[src/rtl/pe_result_writeback_if.sv]
// Result-memory write port: one word per cycle, held until the memory signals ready.
interface pe_result_writeback_if #(
    parameter int DATA_WIDTH = 32,
    parameter int ADDR_WIDTH = 10
);
    logic                  mem_we;
    logic [ADDR_WIDTH-1:0] mem_addr;
    logic [DATA_WIDTH-1:0] mem_wdata;
    logic                  mem_ready;

    modport master (output mem_we, output mem_addr, output mem_wdata, input mem_ready);
    modport slave  (input mem_we, input mem_addr, input mem_wdata, output mem_ready);
endinterface

[src/rtl/pe_result_writeback.sv]
// Queues vector/scalar PE results and serialises them onto the result-memory
// write port at consecutive addresses; raises done after STOP once drained.
//
//  state   | meaning
//  --------+-------------------------------------------------------------
//  S_RUN   | accepting results, draining queue
//  S_DRAIN | STOP seen; new results dropped, waiting for queue to empty
//  S_DONE  | everything written; holds until rst
module pe_result_writeback #(
    parameter int DATA_WIDTH  = 32,
    parameter int ADDR_WIDTH  = 10,
    parameter int QUEUE_DEPTH = 4
) (
    input  logic                       clk,
    input  logic                       rst,
    input  logic                       vec_valid,
    input  logic [3:0][DATA_WIDTH-1:0] vec_data,
    input  logic                       scalar_valid,
    input  logic [DATA_WIDTH-1:0]      scalar_data,
    input  logic                       stop_in,
    pe_result_writeback_if.master      wr,
    output logic [ADDR_WIDTH:0]        word_count,
    output logic                       overflow,
    output logic                       done
);
    localparam int PW = $clog2(QUEUE_DEPTH);
    localparam int CW = PW + 1;
    localparam logic [CW-1:0] DEPTH_C = CW'(QUEUE_DEPTH);

    typedef enum logic [1:0] {S_RUN, S_DRAIN, S_DONE} state_t;
    state_t state_q, state_next;

    logic [3:0][DATA_WIDTH-1:0] q_data [QUEUE_DEPTH];
    logic [QUEUE_DEPTH-1:0]     q_vec;
    logic [PW-1:0]              head_q, tail_q, head_next, tail_next, sca_slot;
    logic [CW-1:0]              count_q, count_next, kept, free;
    logic [1:0]                 widx_q, widx_next;
    logic [ADDR_WIDTH-1:0]      addr_q;
    logic [ADDR_WIDTH:0]        wcount_q;
    logic [DATA_WIDTH-1:0]      wdata_q, wdata_next;
    logic                       we_q, overflow_q, done_q;
    logic                       write_done, retire, push_vec, push_sca, drop;

    always_comb begin
        write_done = we_q && wr.mem_ready;
        retire     = write_done && (!q_vec[head_q] || widx_q == 2'd3);
        free       = DEPTH_C - count_q + CW'(retire);
        push_vec   = (state_q == S_RUN) && vec_valid && (free >= CW'(1));
        // a same-cycle scalar queues behind the vector, so it needs a second slot
        push_sca   = (state_q == S_RUN) && scalar_valid &&
                     (free >= (vec_valid ? CW'(2) : CW'(1)));
        drop       = (vec_valid && !push_vec) || (scalar_valid && !push_sca);
        kept       = count_q - CW'(retire);
        count_next = kept + CW'(push_vec) + CW'(push_sca);
        head_next  = head_q + PW'(retire);
        tail_next  = tail_q + PW'(push_vec) + PW'(push_sca);
        sca_slot   = tail_q + PW'(push_vec);
        widx_next  = widx_q;
        if (write_done) widx_next = retire ? 2'd0 : widx_q + 2'd1;
        // output data is registered, so look ahead to next cycle's head word
        wdata_next = wdata_q;
        if (kept == '0) begin
            if (push_vec)      wdata_next = vec_data[0];
            else if (push_sca) wdata_next = scalar_data;
        end else begin
            wdata_next = q_data[head_next][widx_next];
        end
    end

    always_comb begin
        state_next = state_q;
        case (state_q)
            S_RUN:   if (stop_in) state_next = S_DRAIN;
            S_DRAIN: if (count_q == '0) state_next = S_DONE;
            S_DONE:  state_next = S_DONE;
            default: state_next = S_RUN;
        endcase
    end

    always_ff @(posedge clk) begin
        if (rst) begin
            state_q    <= S_RUN;
            head_q     <= '0;
            tail_q     <= '0;
            count_q    <= '0;
            widx_q     <= '0;
            addr_q     <= '0;
            wcount_q   <= '0;
            we_q       <= 1'b0;
            wdata_q    <= '0;
            overflow_q <= 1'b0;
            done_q     <= 1'b0;
        end else begin
            state_q    <= state_next;
            head_q     <= head_next;
            tail_q     <= tail_next;
            count_q    <= count_next;
            widx_q     <= widx_next;
            we_q       <= (count_next != '0);
            wdata_q    <= wdata_next;
            overflow_q <= overflow_q | drop;
            done_q     <= (state_next == S_DONE);
            if (write_done) begin
                addr_q <= addr_q + 1'b1;
                if (wcount_q != '1) wcount_q <= wcount_q + 1'b1;
            end
        end
    end

    // Storage needs no reset: occupancy and pointers define validity.
    always_ff @(posedge clk) begin
        if (push_vec) begin
            q_data[tail_q] <= vec_data;
            q_vec[tail_q]  <= 1'b1;
        end
        if (push_sca) begin
            q_data[sca_slot] <= {{(3*DATA_WIDTH){1'b0}}, scalar_data};
            q_vec[sca_slot]  <= 1'b0;
        end
    end

    assign wr.mem_we    = we_q;
    assign wr.mem_addr  = addr_q;
    assign wr.mem_wdata = wdata_q;
    assign word_count   = wcount_q;
    assign overflow     = overflow_q;
    assign done         = done_q;
endmodule

[src/flat_wrapper.sv]
// flat-port wrapper written by rule: the top's interface ports become plain ports
module pe_result_writeback_flat 
#(
    parameter int DATA_WIDTH  = 32,
    parameter int ADDR_WIDTH  = 10,
    parameter int QUEUE_DEPTH = 4
)
  (clk, rst, vec_valid, vec_data, scalar_valid, scalar_data, stop_in, word_count, overflow, done, wr_mem_we, wr_mem_addr, wr_mem_wdata, wr_mem_ready);
  pe_result_writeback_if #(.DATA_WIDTH(DATA_WIDTH), .ADDR_WIDTH(ADDR_WIDTH)) wr_i ();
  input  logic clk;
  input  logic rst;
  input  logic vec_valid;
  input  logic [3:0][DATA_WIDTH-1:0] vec_data;
  input  logic scalar_valid;
  input  logic [DATA_WIDTH-1:0] scalar_data;
  input  logic stop_in;
  output logic [ADDR_WIDTH:0] word_count;
  output logic overflow;
  output logic done;
  output wire logic [$bits(wr_i.mem_we)-1:0] wr_mem_we;
  output wire logic [$bits(wr_i.mem_addr)-1:0] wr_mem_addr;
  output wire logic [$bits(wr_i.mem_wdata)-1:0] wr_mem_wdata;
  input wire logic [$bits(wr_i.mem_ready)-1:0] wr_mem_ready;
  assign wr_mem_we = wr_i.mem_we;
  assign wr_mem_addr = wr_i.mem_addr;
  assign wr_mem_wdata = wr_i.mem_wdata;
  assign wr_i.mem_ready = wr_mem_ready;
  pe_result_writeback #(.DATA_WIDTH(DATA_WIDTH), .ADDR_WIDTH(ADDR_WIDTH), .QUEUE_DEPTH(QUEUE_DEPTH)) u_core (.clk(clk), .rst(rst), .vec_valid(vec_valid), .vec_data(vec_data), .scalar_valid(scalar_valid), .scalar_data(scalar_data), .stop_in(stop_in), .wr(wr_i), .word_count(word_count), .overflow(overflow), .done(done));
endmodule
[config.mk]
export PLATFORM = sky130hd
export DESIGN_NAME = pe_result_writeback_flat
export DESIGN_NICKNAME = d
export VERILOG_FILES = /design/src/rtl/pe_result_writeback_if.sv /design/src/rtl/pe_result_writeback.sv /design/src/flat_wrapper.sv
export SDC_FILE = /design/constraint.sdc
export NUM_CORES = 1
export LEC_CHECK = 0
export ABC_AREA = 1
export BUFFER_PORTS_ARGS = -buffer_cell sky130_fd_sc_hd__buf_2
export CAP_MARGIN = 20
export CORE_AREA = 2 2 267 217
export CTS_CLUSTER_SIZE = 10
export DETAILED_ROUTE_END_ITERATION = 16
export DIE_AREA = 0 0 269 219
export MAX_ROUTING_LAYER = met4
export PLACE_DENSITY = 0.77
export SYNTH_ARGS = -nofsm -noshare
export SYNTH_HDL_FRONTEND = slang
export SYNTH_SLANG_ARGS = --single-unit
export TNS_END_PERCENT = 1
[constraint.sdc]
create_clock -name clk -period 10.25 [get_ports clk]
set_input_delay 0.5125 -clock clk [delete_from_list [all_inputs] [get_ports clk]]
set_output_delay 0.5125 -clock clk [all_outputs]
set_load 0.01 [all_outputs]
# == Yosys cells after proc, flatten, opt, wreduce, memory -nomap -nowiden ==
# Memory sizes are Yosys's and may differ from the RTL's.
# Index checks and enable logic that the tools add are counted.
# word_totals
reg_bits,71
mem_bits_rw,512
in_bits,166
out_inout_bits,56
wordCells,85
mem_count,1
# mem_list
name,words,width,read_ports,rd_clocked_by_memory_dff,write_ports,line_no,rtl
u_core.q_data,4,128,1,0,2,pe_result_writeback.sv:33,logic [3:0][DATA_WIDTH-1:0] q_data [QUEUE_DEPTH];
# op_classes
n_addsub,11
n_lt_le_gt_ge,8
eq_ne,6
mux,23
n_bitwise,4
reduce_logical,20
# op_table
operator,n
32-bit 2-to-1 mux,4
32-bit binary-select mux with 2-bit select,1
2-bit by 3-bit less-than comparator with 1-bit output (second input constant),4
11-bit by 1-bit adder with 11-bit output (second input constant),1
11-bit inequality test (second input constant),1
10-bit by 1-bit adder with 10-bit output (second input constant),1
1-bit logical AND,10
2-bit 2-to-1 mux,5
3-bit by 1-bit adder with 3-bit output,3
4-bit 2-to-1 mux,2
1-bit 2-to-1 mux,7
2-bit by 1-bit adder with 2-bit output,3
2-bit equality test (second input constant),3
3-bit logical NOT,2
2-bit case mux with 3 select lines,1
4-bit AND,1
1-bit demux with 2-bit select,2
2-bit by 1-bit >= comparator with 1-bit output (second input constant),2
4-bit NOT,1
4-bit OR,1
3-bit by 1-bit >= comparator with 1-bit output (second input constant),1
3-bit >= comparator,1
1-bit logical NOT,3
3-bit by 1-bit inequality test with 1-bit output (second input constant),1
other kinds (10),11

# == Longest topological paths before layout ==
# depth
depth_word,16
depth_mapped,22
depth_no_buf,21

# == Worst setup path before layout ==
# OpenSTA, ideal clock, no wires.
# synth_path
kind,input-to-reg
start,in wr_mem_ready
end,mem u_core.q_data[2][0] (netlist bit) (enable)
setup_time_ps,479
arrival_ps,3456
t_required_ps,9771
path_slack_ps,6315
stages,17
path_buffers,2
path_cell_list,nand2_1 clkinv_1 nand2_1 ha_1 inv_1 ha_1 nor2_1 nand2_1 nand2_2 inv_4 buf_2 ha_1 xnor2_2 inv_2 nand3_1 clkbuf_1 nand2_1
# synth_lines
item,line_no,rtl
"start, declared",flat_wrapper.sv:23,input wire logic [$bits(wr_i.mem_ready)-1:0] wr_mem_ready;
"end, declared",pe_result_writeback.sv:33,

==> metrics.csv <==
metric,value,unit
first_iter_violations,3353,
cts_setup_buffers,0,
drv_cap,0,
worstSetupEndpointType,flip-flop,
cp-start-kind,flip-flop,
die_x,269,um
cp.arrival,6.33,ns
ys_top_cells_by_count,"nand2_1, o21ai_0, dfxtp_1",
max_freq,170,MHz
cts_root_buf,clkbuf_16,
track_usage,30.6,%
synthesis.area,27900,sq um
clk_latency,0.62,ns
synth_area_leaders,"dfxtp_1, edfxtp_1, o21ai_0",
p_comb_share,43.5,%
path_class,flip-flop to flip-flop,
cts_buffer_depth,3,
fin_crit_sh,57.3,%
cts_hold_buf,0,
first_global_vias,24100,
slew_viol_final,0,
synth_area_leader_cell,dfxtp_1,
routed_wl,88.6,mm
vias,26600,
drcViolationCount,0,
placed_cells,4595,
power.switching,4.58,mW
first_pass_iters,6,
port_buffers,221,
tightest_slew,1.12,ns
rsz0062_at_grt,no,
core_area,56100,sq um
grt_max_degree,113,
cp.required,10.71,ns
slew_headroom,25.5,%
wire_per_inst,18.8,um
final_nets,4087,
clkSlewWorstSetupHoldPaths,0.06,ns
grt_antenna_before_repair,14,
power_density,348,nW/um^2
vias_per_cell,5.63,
synthArstFlopShare,0,%
yosysMostFrequentCell,nand2_1,
h-tree-depth,3,
ys_types,37,
finalSetupTns,0,ns
period_minus_slack,5.87,ns
pwr-share-seq,35.9,%
synthCells,3878,
min_path_type,input pin to flip-flop,
rows,78,
syn_to_final_growth,11.2,%
cts_tree,yes,
ant_nets,0,
synth_warnings,0,
start_util,49.7,%
drive_gt1_share,9.32,%
clkSinkCount,583,
setup_violations,0,
ys_ff_latch,583,
grt_pass1_wl,136,mm
switching_share,42.5,%
power.internal,6.19,mW
yosysSeqAreaShare,46.5,%
die_h,219,um
hold_viol,0,
gp_congestion,0.919,
dieArea,58900,sq um
totalPowerFinal,10.8,mW
hpwl,54.1,mm
final_cells,4713,
vdd_drop_max,0.000197,V
cts_inserted_buffers,69,
synth_edf_count,128,
cp_max_fo,67,
synth.avg_cell_area,7.19,sq um
syn_nets,4058,
p_clk_share,20.6,%
clock_skew,0.0326,ns
cts_resized,0,
status,finished clean,
synth_top_cell_area_share,32.7,%
synthFlopType,dfxtp_1,
io_pins,222,
power.leakage,13.6,nW
overflow,0,
==> logic make-up after synthesis <==
| group | share of synthesized area, % |
|---|---|
| simple gates | 20.5 |
| buf+inv | 10.8 |
| flops | 46.5 |
| xor+xnor | 0.494 |
| compound gates | 21.0 |
| fa+ha+maj | 0.629 |
==> path summary, 6_finish.rpt <==
path                            depth (start not counted)                              start                                 to  slack (ns)
worst min register to register                          2  u_core.q_data[1][96]$_SDFFE_PP0P_  u_core.q_data[1][96]$_SDFFE_PP0P_        0.44
worst max register to register                         15        u_core.wr.mem_we$_SDFF_PP0_     u_core.q_data[2][25]$_DFFE_PP_        4.38
worst max-delay path                                   15        u_core.wr.mem_we$_SDFF_PP0_     u_core.q_data[2][25]$_DFFE_PP_        4.38
worst min-delay path                                    3                       scalar_valid         u_core.overflow$_SDFF_PP0_        0.16
==> state kept, by name, indices dropped and copies added, names as in the netlist <==
signal	cells
u_core.widx_q	2
u_core.wr.mem_we	1
u_core.done	1
u_core.q_data	512
u_core.count_q	3
u_core.word_count	11
u_core.overflow	1
u_core.tail_q	2
u_core.state_q	2
u_core.wr.mem_addr	10
u_core.wr.mem_wdata	32
u_core.head_q	2
u_core.q_vec	4
==> area by class of cell <==
cell class	instances	area (sq um)
Antenna cell	17	42.5
Clock buffer	93	1860
Clock inverter	7	113
Fill cell	5279	25100
Inverter	446	1680
Multi-Input combinational cell	2549	12000
Sequential cell	583	13000
Tap cell	760	951
Timing Repair Buffer	258	1400
==> metrics by stage <==
step / hold WS (ns) / setup WS [ns] / utilization (%) / area [sq um]
floorplan: 0.423 / 6.32 / - / 27900
global placement: 0.433 / 4.47 / 51.6 / 29000
detailed placement: 0.436 / 4.26 / 51.6 / 29000
CTS: 0.152 / 4.50 / 55.1 / 30900
global route: 0.171 / 4.08 / 55.2 / 31000
finish: 0.163 / 4.38 / 55.2 / 31000
==> critical path: stages, from the launching register on <==
cell and delay, ns:
dfxtp_1 0.30, nand2_1 0.19, clkinv_1 0.28, nand2_1 0.18, inv_1 0.10, ha_1 0.32
inv_1 0.16, nor2_1 0.06, nand2_1 0.07, nand2_2 0.50, inv_4 0.69, nand3_4 0.84
clkinv_2 0.76, buf_4 0.83, nand3_1 0.20, o21ai_0 0.14
==> power by group through the flow <==
stage	Combinational [mW]	Sequential [mW]	Clock, mW
after global routing	5.24	3.95	2.33
after detailed placement	4.56	3.88	0
after CTS	4.59	3.85	2.23
after global placement	4.45	3.86	0
after floorplan	3.31	3.81	0
final	4.68	3.86	2.22
==> placed cells by master (no fill, tap or decap), types with 2 or more instances in the layout <==
cell         n
xor2_1       8
o21ai_1     24
nand4_1      3
edfxtp_1   128
inv_2        6
o21ai_0    688
nor3_1       5
nor2_2       2
xnor2_1      4
nor2_1     168
clkbuf_8     2
diode_2     17
ha_1        13
nand2_2      6
o211ai_1    32
nand3_4      6
inv_4        2
clkinv_8     4
inv_6        2
a21oi_1    404
a211oi_1     2
clkbuf_1    21
buf_2      221
clkbuf_16   70
nand2_1    770
inv_1      435
buf_4       36
clkinv_2     2
dfxtp_1    455
nand2_4      2
nand3_1    402
==> metal layers <==
layer	up-vias	wire length, um	global-route usage [%]
met5	-	0	-
met3	201	9460	6.72
li1	12800	-	-
met1	12200	36800	40.4
met4	0	3750	14.2
met2	1331	38600	44.6
Note: power is estimated with default switching activity, not from simulation.
